`config.mk`:
```
export PLATFORM = sky130hd
export DESIGN_NAME = mod_mult_serial_flat
export DESIGN_NICKNAME = d
export VERILOG_FILES = /design/src/rtl/mod_mult_serial_if.sv /design/src/rtl/mod_mult_serial.sv /design/src/flat_wrapper.sv
export SDC_FILE = /design/constraint.sdc
export NUM_CORES = 1
export LEC_CHECK = 0
export CELL_PAD_IN_SITES_DETAIL_PLACEMENT = 0
export CELL_PAD_IN_SITES_GLOBAL_PLACEMENT = 2
export CORE_MARGIN = 4
export CORE_UTILIZATION = 35
export CTS_CLUSTER_DIAMETER = 80
export DETAILED_ROUTE_END_ITERATION = 10
export GPL_ROUTABILITY_DRIVEN = 0
export PLACE_DENSITY = 0.83
export SLEW_MARGIN = 15
export SYNTH_ARGS = -nofsm -noshare
export SYNTH_HDL_FRONTEND = slang
export SYNTH_SLANG_ARGS = --single-unit
```
`constraint.sdc`:
```
create_clock -name clk -period 8.85 [get_ports clk]
set_clock_uncertainty 0.15 [all_clocks]
set_input_delay 1.77 -clock clk [delete_from_list [all_inputs] [get_ports clk]]
set_output_delay 1.77 -clock clk [all_outputs]
set_load 0.02 [all_outputs]
```
`src/rtl/mod_mult_serial_if.sv`:
```
// Operand/result handshake bundle for mod_mult_serial.
// The out_err signal exists only when MODMUL_RANGE_CHECK_EN is defined.
interface mod_mult_serial_if #(
  parameter int W = 7
);
  logic         in_valid;
  logic         in_ready;
  logic [W-1:0] in_a;
  logic [W-1:0] in_b;
  logic         out_valid;
  logic         out_ready;
  logic [W-1:0] out_z;
  logic         busy;
`ifdef MODMUL_RANGE_CHECK_EN
  logic         out_err;

  modport master (
    output in_valid, in_a, in_b, out_ready,
    input  in_ready, out_valid, out_z, busy, out_err
  );

  modport slave (
    input  in_valid, in_a, in_b, out_ready,
    output in_ready, out_valid, out_z, busy, out_err
  );
`else
  modport master (
    output in_valid, in_a, in_b, out_ready,
    input  in_ready, out_valid, out_z, busy
  );

  modport slave (
    input  in_valid, in_a, in_b, out_ready,
    output in_ready, out_valid, out_z, busy
  );
`endif
endinterface

```
`src/rtl/mod_mult_serial.sv`:
```
// Digit-serial modular multiplier: z = (a*b) mod MOD, one radix-2^D digit of a per cycle, MSB first.
// Define MODMUL_RANGE_CHECK_EN to flag operands >= MOD through out_err (result forced to 0).
module mod_mult_serial #(
  parameter int MOD = 107,
  parameter int W   = 7,
  parameter int D   = 3
) (
  input  logic             clk,
  input  logic             rst,
  mod_mult_serial_if.slave bus
);

  localparam int NDIG = (W + D - 1) / D;
  localparam int AW   = NDIG * D;
  localparam int SW   = W + D + 1;
  localparam int CW   = (NDIG > 1) ? $clog2(NDIG) : 1;

  localparam logic [1:0] ST_IDLE = 2'd0;
  localparam logic [1:0] ST_RUN  = 2'd1;
  localparam logic [1:0] ST_DONE = 2'd2;

  localparam logic [CW-1:0] CNT_LAST = CW'(NDIG - 1);
  localparam logic [SW-1:0] MOD_S    = SW'(MOD);

  logic [1:0]    state_q, state_d;
  logic [AW-1:0] a_sh_q,  a_sh_d;
  logic [W-1:0]  b_q,     b_d;
  logic [W-1:0]  acc_q,   acc_d;
  logic [CW-1:0] cnt_q,   cnt_d;
  logic [W-1:0]  out_z_q, out_z_d;

  logic [D-1:0]  dig;
  logic [SW-1:0] sum;
  logic [SW-1:0] red;
  logic [W-1:0]  acc_next;

`ifdef MODMUL_RANGE_CHECK_EN
  logic err_q, err_d;
  logic bad_operands;

  assign bad_operands = (bus.in_a >= W'(MOD)) || (bus.in_b >= W'(MOD));
`endif

  assign dig = a_sh_q[AW-1 -: D];

  // Horner step acc*2^D + dig*b stays below 2^(D+1)*MOD, so D+1 conditional
  // subtractions of MOD*2^k (k = D..0) fully reduce it in one cycle.
  always_comb begin
    sum = {1'b0, acc_q, {D{1'b0}}} + (SW'(dig) * SW'(b_q));
    red = sum;
    for (int k = D; k >= 0; k--) begin
      if (red >= (MOD_S << k)) begin
        red = red - (MOD_S << k);
      end
    end
    acc_next = W'(red);
  end

  always_comb begin
    state_d = state_q;
    a_sh_d  = a_sh_q;
    b_d     = b_q;
    acc_d   = acc_q;
    cnt_d   = cnt_q;
    out_z_d = out_z_q;
`ifdef MODMUL_RANGE_CHECK_EN
    err_d   = err_q;
`endif
    case (state_q)
      ST_IDLE: begin
        if (bus.in_valid) begin
          a_sh_d  = AW'(bus.in_a);
          b_d     = bus.in_b;
          acc_d   = '0;
          cnt_d   = '0;
`ifdef MODMUL_RANGE_CHECK_EN
          err_d   = bad_operands;
`endif
          state_d = ST_RUN;
        end
      end
      ST_RUN: begin
        acc_d  = acc_next;
        a_sh_d = a_sh_q << D;
        cnt_d  = cnt_q + CW'(1);
        if (cnt_q == CNT_LAST) begin
          state_d = ST_DONE;
`ifdef MODMUL_RANGE_CHECK_EN
          out_z_d = err_q ? '0 : acc_next;
`else
          out_z_d = acc_next;
`endif
        end
      end
      ST_DONE: begin
        if (bus.out_ready) begin
          state_d = ST_IDLE;
        end
      end
      default: state_d = ST_IDLE;
    endcase
  end

  always_ff @(posedge clk) begin
    if (rst) begin
      state_q <= ST_IDLE;
      a_sh_q  <= '0;
      b_q     <= '0;
      acc_q   <= '0;
      cnt_q   <= '0;
      out_z_q <= '0;
`ifdef MODMUL_RANGE_CHECK_EN
      err_q   <= 1'b0;
`endif
    end else begin
      state_q <= state_d;
      a_sh_q  <= a_sh_d;
      b_q     <= b_d;
      acc_q   <= acc_d;
      cnt_q   <= cnt_d;
      out_z_q <= out_z_d;
`ifdef MODMUL_RANGE_CHECK_EN
      err_q   <= err_d;
`endif
    end
  end

  assign bus.in_ready  = (state_q == ST_IDLE);
  assign bus.out_valid = (state_q == ST_DONE);
  assign bus.busy      = (state_q != ST_IDLE);
  assign bus.out_z     = out_z_q;
`ifdef MODMUL_RANGE_CHECK_EN
  assign bus.out_err   = (state_q == ST_DONE) && err_q;
`endif

endmodule

```
`src/flat_wrapper.sv`:
```
// flat-port wrapper written by rule: the top's interface ports become plain ports
module mod_mult_serial_flat 
#(
  parameter int MOD = 107,
  parameter int W   = 7,
  parameter int D   = 3
)
  (clk, rst, bus_in_valid, bus_in_a, bus_in_b, bus_out_ready, bus_in_ready, bus_out_valid, bus_out_z, bus_busy);
  mod_mult_serial_if #(.W(W)) bus_i ();
  input  logic clk;
  input  logic rst;
  input wire logic [$bits(bus_i.in_valid)-1:0] bus_in_valid;
  input wire logic [$bits(bus_i.in_a)-1:0] bus_in_a;
  input wire logic [$bits(bus_i.in_b)-1:0] bus_in_b;
  input wire logic [$bits(bus_i.out_ready)-1:0] bus_out_ready;
  output wire logic [$bits(bus_i.in_ready)-1:0] bus_in_ready;
  output wire logic [$bits(bus_i.out_valid)-1:0] bus_out_valid;
  output wire logic [$bits(bus_i.out_z)-1:0] bus_out_z;
  output wire logic [$bits(bus_i.busy)-1:0] bus_busy;
  assign bus_i.in_valid = bus_in_valid;
  assign bus_i.in_a = bus_in_a;
  assign bus_i.in_b = bus_in_b;
  assign bus_i.out_ready = bus_out_ready;
  assign bus_in_ready = bus_i.in_ready;
  assign bus_out_valid = bus_i.out_valid;
  assign bus_out_z = bus_i.out_z;
  assign bus_busy = bus_i.busy;
  mod_mult_serial #(.MOD(MOD), .W(W), .D(D)) u_core (.clk(clk), .rst(rst), .bus(bus_i));
endmodule
```
==> results of run 1 <==
layout make-up:
cell class              instances  area, um2
well taps                     133        166
inverters                      26       97.6
repair buffers                 28        278
multi-input cells             377       2640
fillers                      1034       5830
flip-flops and latches         34        681
clock buffers                   7       76.3
flip-flops by register name, summed over array words and instances (netlist names):
register and count:
u_core.b_q 7, u_core.acc_q 7, u_core.a_sh_q 9, u_core.cnt_q 2, u_core.bus.out_z 7, u_core.state_q 2
worst reg2reg max path: cells and delay by family (launching register included):
family	cells	cell delay, ns
flip-flops	1	0.51
multiplexers	1	0.27
adder cells (fa/ha/maj)	8	3.01
buffers and inverters	1	0.12
AND/OR/NAND/NOR	6	1.05
AO/OA/AOI/OAI	9	1.83
XOR/XNOR	3	0.74
cells in the mapped netlist (all sizes together), types with 5 or more instances:
| library cell | n | area share, % |
|---|---|---|
| a211oi | 7 | 1.8 |
| a21o | 5 | 1.1 |
| a21oi | 38 | 5.7 |
| a22o | 6 | 1.5 |
| a311oi | 6 | 2.2 |
| a31oi | 5 | 1.3 |
| and2 | 24 | 4.4 |
| buf | 5 | 0.89 |
| clkbuf | 12 | 1.3 |
| dfxtp | 34 | 19 |
| fa | 12 | 6.9 |
| ha | 15 | 5.4 |
| inv | 26 | 2.8 |
| mux2i | 7 | 2.0 |
| nand2 | 64 | 6.9 |
| nand2b | 9 | 1.6 |
| nand3 | 13 | 1.9 |
| nor2 | 26 | 2.8 |
| nor3 | 16 | 2.3 |
| nor4 | 7 | 1.4 |
| o21ai | 25 | 3.7 |
| o31ai | 6 | 1.6 |
| or3 | 5 | 0.89 |
| xnor2 | 11 | 3.0 |
| xor2 | 5 | 1.3 |
worst max-delay path by stage:
stage / from / endpoint / slack, ns / cells after the start
after floorplan: u_core.a_sh_q[8]$_SDFFE_PP0P_ / u_core.bus.out_z[1]$_SDFFE_PP0P_ / 1.98 / 26
after global placement: u_core.a_sh_q[6]$_SDFFE_PP0P_ / u_core.bus.out_z[1]$_SDFFE_PP0P_ / 1.36 / 28
after detailed placement: u_core.a_sh_q[6]$_SDFFE_PP0P_ / u_core.bus.out_z[1]$_SDFFE_PP0P_ / 1.02 / 28
after CTS: u_core.a_sh_q[6]$_SDFFE_PP0P_ / u_core.bus.out_z[1]$_SDFFE_PP0P_ / 0.99 / 28
after global routing: u_core.a_sh_q[6]$_SDFFE_PP0P_ / u_core.bus.out_z[1]$_SDFFE_PP0P_ / 0.32 / 28
final: u_core.a_sh_q[6]$_SDFFE_PP0P_ / u_core.bus.out_z[1]$_SDFFE_PP0P_ / 1.04 / 28
placed cells by master (no fill, tap or decap), drive strengths merged, types with 6 or more instances in the layout:
| cell | count |
|---|---|
| nand2b | 9 |
| dfxtp | 34 |
| a311oi | 6 |
| nand3 | 13 |
| a21oi | 38 |
| nor3 | 16 |
| clkbuf | 7 |
| fa | 12 |
| a211oi | 7 |
| nand2 | 64 |
| o31ai | 6 |
| nor4 | 7 |
| ha | 15 |
| nor2 | 26 |
| and2 | 24 |
| mux2i | 7 |
| o21ai | 25 |
| inv | 26 |
| xnor2 | 11 |
| clkdlybuf4s50 | 27 |
| a22o | 6 |
logic make-up (layout without fill, tap and decap cells):
family,after synthesis,in the layout
multiplexers,10,10
AND/OR/NAND/NOR,182,182
buffers and inverters,43,61
adder cells (fa/ha/maj),27,27
flip-flops,34,34
AO/OA/AOI/OAI,142,142
XOR/XNOR,16,16
metal layers:
layer,GRT usage (%),share of wire [%],vias to the layer above
li1,-,-,1688
met1,24.0,53,1535
met2,25.5,45,41
met3,2.21,2.1,8
met4,2.61,0.71,0
met5,0,0,-
where the power goes:
part / switching (mW) / total (mW) / internal [mW] / leakage (nW)
clock: 0.0502 / 0.104 / 0.0541 / 0.0383
combinational: 0.122 / 0.195 / 0.0734 / 1.28
sequential: 0.00765 / 0.169 / 0.162 / 0.277
total: 0.179 / 0.469 / 0.289 / 1.60
metrics by stage:
step                      hold WS, ns  instance area, um2
after detailed placement        0.299                3860
final                           0.313                3940
after CTS                       0.312                3940
after floorplan                 0.282                3500
after global placement          0.300                3860
after global routing            0.341                3940
==> impl_metrics.toml, run 1 <==
[cts]
cts_hold_buf = 0
clk_pin_slew_worst_paths_ns = 0.07
cts_buffers = 5
cts_tree = "done"
h-tree-depth = 2
cts_root_buf = "clkbuf_8"
clk_latency_ns = 0.28
clock_sinks = 34
post_cts_buffers = 0
clk_path_buf_depth = 2
post_cts_resized = 0

[cells_and_area]
syn_to_final_growth_pct = 12.7
fin_cells = 605
final_nets = 517
diodes = 0
utilization_pct = 40.3
post_route_cells_drive_above_1_share_pct = 6.57

[run]
cap_viol_max_count = 0

[logic_synthesis]
synth_top_family_by_area = "compound AO/OA/AOI/OAI gates"
syn-instance-count = 454
synth.avg_cell_area_um2 = 7.70
synth-xor-area-share_pct = 4.22
synth_mux_area_share_pct = 3.08
ys_ff_latch = 34
syn-num-nets = 499
synth-edff-count = 0
synthAdderAreaFrac_pct = 12.2
synth_flop_cell = "dfxtp_1"
synth_area_um2 = 3500
ys_async_sr_fraction_pct = 0
synth-compound-area-share_pct = 30.3
yosys_warnings = 0
synth_cell_types = 77
synth-simple-area-share_pct = 25.7
seq_area_frac_synth_pct = 19.5

[hold_path]
min_path_cells = 2
hp-start = "u_core.bus.out_z[5]$_SDFFE_PP0P_"
hold_class = "flop to flop"
min_to = "u_core.bus.out_z[5]$_SDFFE_PP0P_"

[status]
status = "complete, no violations"

[sta]
setup-tns-final_ns = 0
period_minus_slack_ns = 7.81
drv_slew = 0
fmax_mhz = 128
fin_crit_sh_pct = 88.2
setup_slack_ns = 1.04
final-hold-violation-count = 0
tightest_slew_ns = 0.744
slew_headroom_pct = 50.0
rsz0062_at_grt = "no"
setup_violations = 0

[setup_path]
regToRegStartpoint = "u_core.a_sh_q[6]$_SDFFE_PP0P_"
rrSetupSlack_ns = 1.04
cp-end-kind = "flop"
crit_top_cell = "ha_1"
critical_path_arrival_ns = 7.80
max_stage_delay_ns = 0.59
critPathKind = "flop to flop"
rr_worst_depth = 28
critPathRequiredTime_ns = 8.85
crit_buf_inv = 1
r2r_end = "u_core.bus.out_z[1]$_SDFFE_PP0P_"
cp_max_fo = 11
start_kind = "flop"
cp_top_family = "adder cells"
critPathSlowestCell = "fa_1"

[floorplan]
dieWidth_um = 108
initial_utilization_pct = 35.8
die-area_um2 = 11700
io_pins = 28
fp.dieH_um = 108
core_um2 = 9770
rows = 36

[global_routing]
overflow = 0
grt_use_total_pct = 16.2
grt_max_degree = 29
antenna_found_initial = 0
grt_pass1_vias = 3178
grt_pass1_wl_um = 15500

[routing]
final_antenna_net_count = 0
post_drt_wl_per_cell_um = 14.9
vias = 3272
drc = 0
wl_um = 9000
post_drt_via_cell_ratio = 5.41
drtIter0Drc = 149
drt-pass1-iter-count = 5

[power_and_ir_drop]
power.total_uw = 469
p_leak_nw = 1.60
power.density_nw_per_um2 = 119
max-vdd-ir-drop_v = 0.0000827

[placed_design]
post-place-ws_ns = 1.02
place_inst = 598
port_buffers = 27
dp.final_hpwl_um = 7120
No activity file was read; power rests on OpenSTA's default activity.
==> run 2: changes to the inputs <==
--- a/config.mk
+++ b/config.mk
@@ -13,6 +13,8 @@
 export DETAILED_ROUTE_END_ITERATION = 10
 export GPL_ROUTABILITY_DRIVEN = 0
 export PLACE_DENSITY = 0.83
+export RECOVER_POWER = 50
+export SKIP_LAST_GASP = 1
 export SLEW_MARGIN = 15
 export SYNTH_ARGS = -nofsm -noshare
 export SYNTH_HDL_FRONTEND = slang
==> run 2 against run 1 <==
Compared with the run above:
- register-to-register slack about the same
- largest power group unchanged
- cell area about the same
- highest routed layer unchanged
- critical endpoint is now u_core.acc_q[1]$_SDFFE_PP0P_
- via count up 0.18%
- global-route usage unchanged
==> impl_metrics.toml, run 2 (synthesis results as in run 1) <==
[status]
status = "complete, no violations"

[setup_path]
start_kind = "flop"
r2r_end = "u_core.acc_q[1]$_SDFFE_PP0P_"
cp_max_fo = 11
rrSetupSlack_ns = 1.04
worstSetupStartpoint = "u_core.a_sh_q[6]$_SDFFE_PP0P_"
critPathRequiredTime_ns = 8.82
crit_top_cell = "ha_1"
regToRegStartpoint = "u_core.a_sh_q[6]$_SDFFE_PP0P_"
max_stage_delay_ns = 0.59
rr_worst_depth = 28
critPathSlowestCell = "fa_1"
cp-end-kind = "flop"
critPathKind = "flop to flop"
critical_path_arrival_ns = 7.78

[floorplan]
initial_utilization_pct = 35.8
rows = 36
dieWidth_um = 108
core_um2 = 9770
fp.dieH_um = 108
die-area_um2 = 11700
io_pins = 28

[power_and_ir_drop]
power.density_nw_per_um2 = 119
max-vdd-ir-drop_v = 0.0000827
p_leak_nw = 1.61

[routing]
post_drt_wl_per_cell_um = 14.9
post_drt_via_cell_ratio = 5.42
drt-pass1-iter-count = 5
drtIter0Drc = 150
drc = 0
wl_um = 9000
vias = 3278
final_antenna_net_count = 0

[run]
cap_viol_max_count = 0

[placed_design]
port_buffers = 27
dp.final_hpwl_um = 7120
place_area_um2 = 3860
place_inst = 598
post-place-ws_ns = 1.02

[cells_and_area]
fin_area_um2 = 3940
post_route_cells_drive_above_1_share_pct = 6.36
utilization_pct = 40.3
n_fill_cell = 1036
largest_register_ff_count = 9
syn_to_final_growth_pct = 12.6
multi_input_area_um2 = 2640
most-common-layout-cells = "nand2_1 (64), a21oi_1 (36), dfxtp_1 (34)"
fin_cells = 605
seq_area_um2 = 681
diodes = 0
final_common_cell = "nand2_1"
largest_register = "u_core.a_sh_q"
final_nets = 517

[cts]
cts_hold_buf = 0
clk_latency_ns = 0.28
h-tree-depth = 2
cts_root_buf = "clkbuf_8"
cts_buffers = 5
clock_sinks = 34
cts_tree = "done"
clk_pin_slew_worst_paths_ns = 0.07
clk_path_buf_depth = 2
post_cts_buffers = 0
post_cts_resized = 0

[sta]
setup_violations = 0
rsz0062_at_grt = "no"
period_minus_slack_ns = 7.81
slew_headroom_pct = 18.5
tightest_slew_ns = 1.22
setup_slack_ns = 1.04
fmax_mhz = 128
fin_crit_sh_pct = 88.2
setup-tns-final_ns = 0
final-hold-violation-count = 0
drv_slew = 0

[hold_path]
hp-start = "u_core.bus.out_z[5]$_SDFFE_PP0P_"
hold_class = "flop to flop"
min_to = "u_core.bus.out_z[5]$_SDFFE_PP0P_"
min_path_cells = 2

[global_routing]
antenna_found_initial = 0
grt_use_total_pct = 16.2
grt_pass1_vias = 3178
grt_max_degree = 29
grt_pass1_wl_um = 15500
overflow = 0
[run 2: changes by cell type in the layout (fill, tap and decap cells not counted)]
cell,before,now
buf_4,1,0
clkbuf_1,2,3
clkdlybuf4s50_1,27,23
dlygate4sd3_1,0,4
[run 2: worst max-delay path by stage]
stage          slack (ns)                                to  cells after the start
2_1_floorplan        1.98  u_core.bus.out_z[1]$_SDFFE_PP0P_                     26
3_3_place_gp         1.36  u_core.bus.out_z[1]$_SDFFE_PP0P_                     28
3_5_place_dp         1.02  u_core.bus.out_z[1]$_SDFFE_PP0P_                     28
4_1_cts              0.99  u_core.bus.out_z[1]$_SDFFE_PP0P_                     28
5_1_grt              0.31      u_core.acc_q[1]$_SDFFE_PP0P_                     28
6_report             1.04      u_core.acc_q[1]$_SDFFE_PP0P_                     28
[run 2: through the flow]
stage	hold WS [ns]	total power, mW
floorplan	0.282	0.320
global placement	0.300	0.366
detailed placement	0.299	0.366
CTS	0.312	0.472
global route	0.341	0.502
finish	0.313	0.468
[run 2: area by class of cell]
type	count	share of cell area, %
clock buffers	7	1.94
inverters	26	2.48
multi-input cells	377	67.1
flip-flops and latches	34	17.3
well taps	133	4.23
repair buffers	28	6.96
[run 2: where the power goes]
part | internal [mW] | switching [mW] | total, mW
registers | 0.162 | 0.00766 | 0.169
clock network | 0.0541 | 0.0502 | 0.104
logic | 0.0731 | 0.122 | 0.195
[run 2: critical path: cells and delay by family, from the launching register on]
kind                       cells  cell delay (ns)
DFF                            1             0.51
xor gates and xnor gates       3             0.74
muxes                          1             0.27
and+or+nand+nor                6             1.04
adders and majority gates      8             3.01
AOI/OAI and AO/OA              9             1.81
buffers and inverters          1             0.12
[run 2: per-layer routing]
metal | share of wire (%) | track usage [%]
met1 | 53 | 24.0
met2 | 45 | 25.5
met3 | 2.1 | 2.21
met4 | 0.71 | 2.61
met5 | 0 | 0
==> RTL edit, RTL diff (flow settings as in run 1) <==
`MOD` is set to 107 in 2 places; all go to 80.
--- a/src/rtl/mod_mult_serial.sv
+++ b/src/rtl/mod_mult_serial.sv
@@ -2,5 +2,5 @@
 // Define MODMUL_RANGE_CHECK_EN to flag operands >= MOD through out_err (result forced to 0).
 module mod_mult_serial #(
-  parameter int MOD = 107,
+  parameter int MOD = 80,
   parameter int W   = 7,
   parameter int D   = 3
--- a/src/flat_wrapper.sv
+++ b/src/flat_wrapper.sv
@@ -2,5 +2,5 @@
 module mod_mult_serial_flat 
 #(
-  parameter int MOD = 107,
+  parameter int MOD = 80,
   parameter int W   = 7,
   parameter int D   = 3
Formal check against the unedited RTL: not equivalent (Yosys sat finds a counterexample within 10 cycles, from zero or initial values and one cycle with rst high).
==> RTL edit against run 1 <==
Cell area is 21% lower; area after synthesis fell by 22%; total power fell by 12%; hold slack lost 0.0055 ns; routed wire length is 31% lower; first-iteration DRC count shrank 36%; worst setup slack improved by 1.2 ns; sequential cell count stayed put.
==> RTL edit: results (changes against run 1) <==
[pwr]
p_leak_nw = 1.228  ; -23%
p_comb_frac = 0.304  ; -0.112
ir_drop_uv = 67.05  ; -19%
p_clk_frac = 0.293  ; +0.070

[outcome]
run_status = finished, final reports clean

[cells_and_area]
multi_input_gates = 262  ; -31%
clock_buffers = 6  ; -1
multi_input_area_um2 = 1838  ; -30%
bufAreaShareNonClock = 0.08923  ; +0.01875
clock_area_frac = 0.03055  ; +0.01118
top_register = u_core.a_sh_q
n_fill_cell = 788  ; -24%

[hold_path]
hold_end = u_core.a_sh_q[8]$_SDFFE_PP0P_
hold_start = u_core.a_sh_q[5]$_SDFFE_PP0P_

[grt]
grt_pass1_vias = 2292  ; -28%
track_usage = 0.1465  ; -0.01557
grt_max_degree = 38  ; +31%

[floorplanning]
die_area_um2 = 9230  ; -21%

[synthesis]
synthDistinctLibCells = 67  ; -13%
synth_commonest_cells = nand2_1, a21oi_1, dfxtp_1
synth-adder-area-share = 0.1475  ; +0.02510
yosys-top-cells-area = dfxtp_1, fa_1, nand2_1
synth-xor-area-share = 0.03134  ; -0.01088
synth_compound_area_frac = 0.2558  ; -0.04728
synth_nets = 380  ; -24%
synthMuxAreaShare = 0.003687  ; -0.02708

[setup_path]
rr_startpoint = u_core.a_sh_q[8]$_SDFFE_PP0P_
critPathLaunch = u_core.a_sh_q[8]$_SDFFE_PP0P_
r2r_slack_ns = 2.22  ; +1.18 ns
crit_path_max_fanout = 13  ; +2
cp_slowest_stage_delay_ns = 0.56  ; -0.03 ns
critPathCapture = u_core.bus.out_z[4]$_SDFFE_PP0P_
cp_top_family = compound AO/OA/AOI/OAI gates

[drt]
drt_wl_total_um = 6220  ; -31%
drt_iter0_markers = 96  ; -36%
drtPass1Iterations = 6  ; +1
avgViaCountPerCell = 5.158  ; -4.6%

[clock_network]
clk_path_buf_depth = 2  ; unchanged
clock-root-buffer = clkbuf_8

[timing]
slew-limit-headroom = 0.3877  ; -0.1125

[placed_design]
placed_cell_area_um2 = 3018  ; -22%
hpwl_um = 4763  ; -33%

==> RTL edit: changes by cell type in the layout (fill, tap and decap cells not counted), sizes merged, moves of 7 or more <==
cell,run 1,this run
and2,24,16
nand2,64,57
nor3,16,3
nor4,7,0
o21ai,25,10
==> RTL edit: metal layers <==
layer / part of all wire / track usage
met5: 0 / 0
met4: 0.0085 / 0.03199
met3: 0.023 / 0.02580
met2: 0.48 / 0.2570
met1: 0.49 / 0.1866
==> RTL edit: through the flow <==
stage / setup slack [ns] / power, mW / utilization / hold slack, ns / cells
2_1_floorplan: 2.825 / 0.2678 / - / 0.2822 / 338
3_3_place_gp: 2.350 / 0.2954 / 0.4074 / 0.2937 / 449
3_5_place_dp: 2.238 / 0.2948 / 0.4074 / 0.2977 / 449
4_1_cts: 2.212 / 0.4161 / 0.4202 / 0.3073 / 457
5_1_grt: 1.729 / 0.4384 / 0.4202 / 0.3328 / 457
6_report: 2.224 / 0.4118 / 0.4202 / 0.3073 / 457
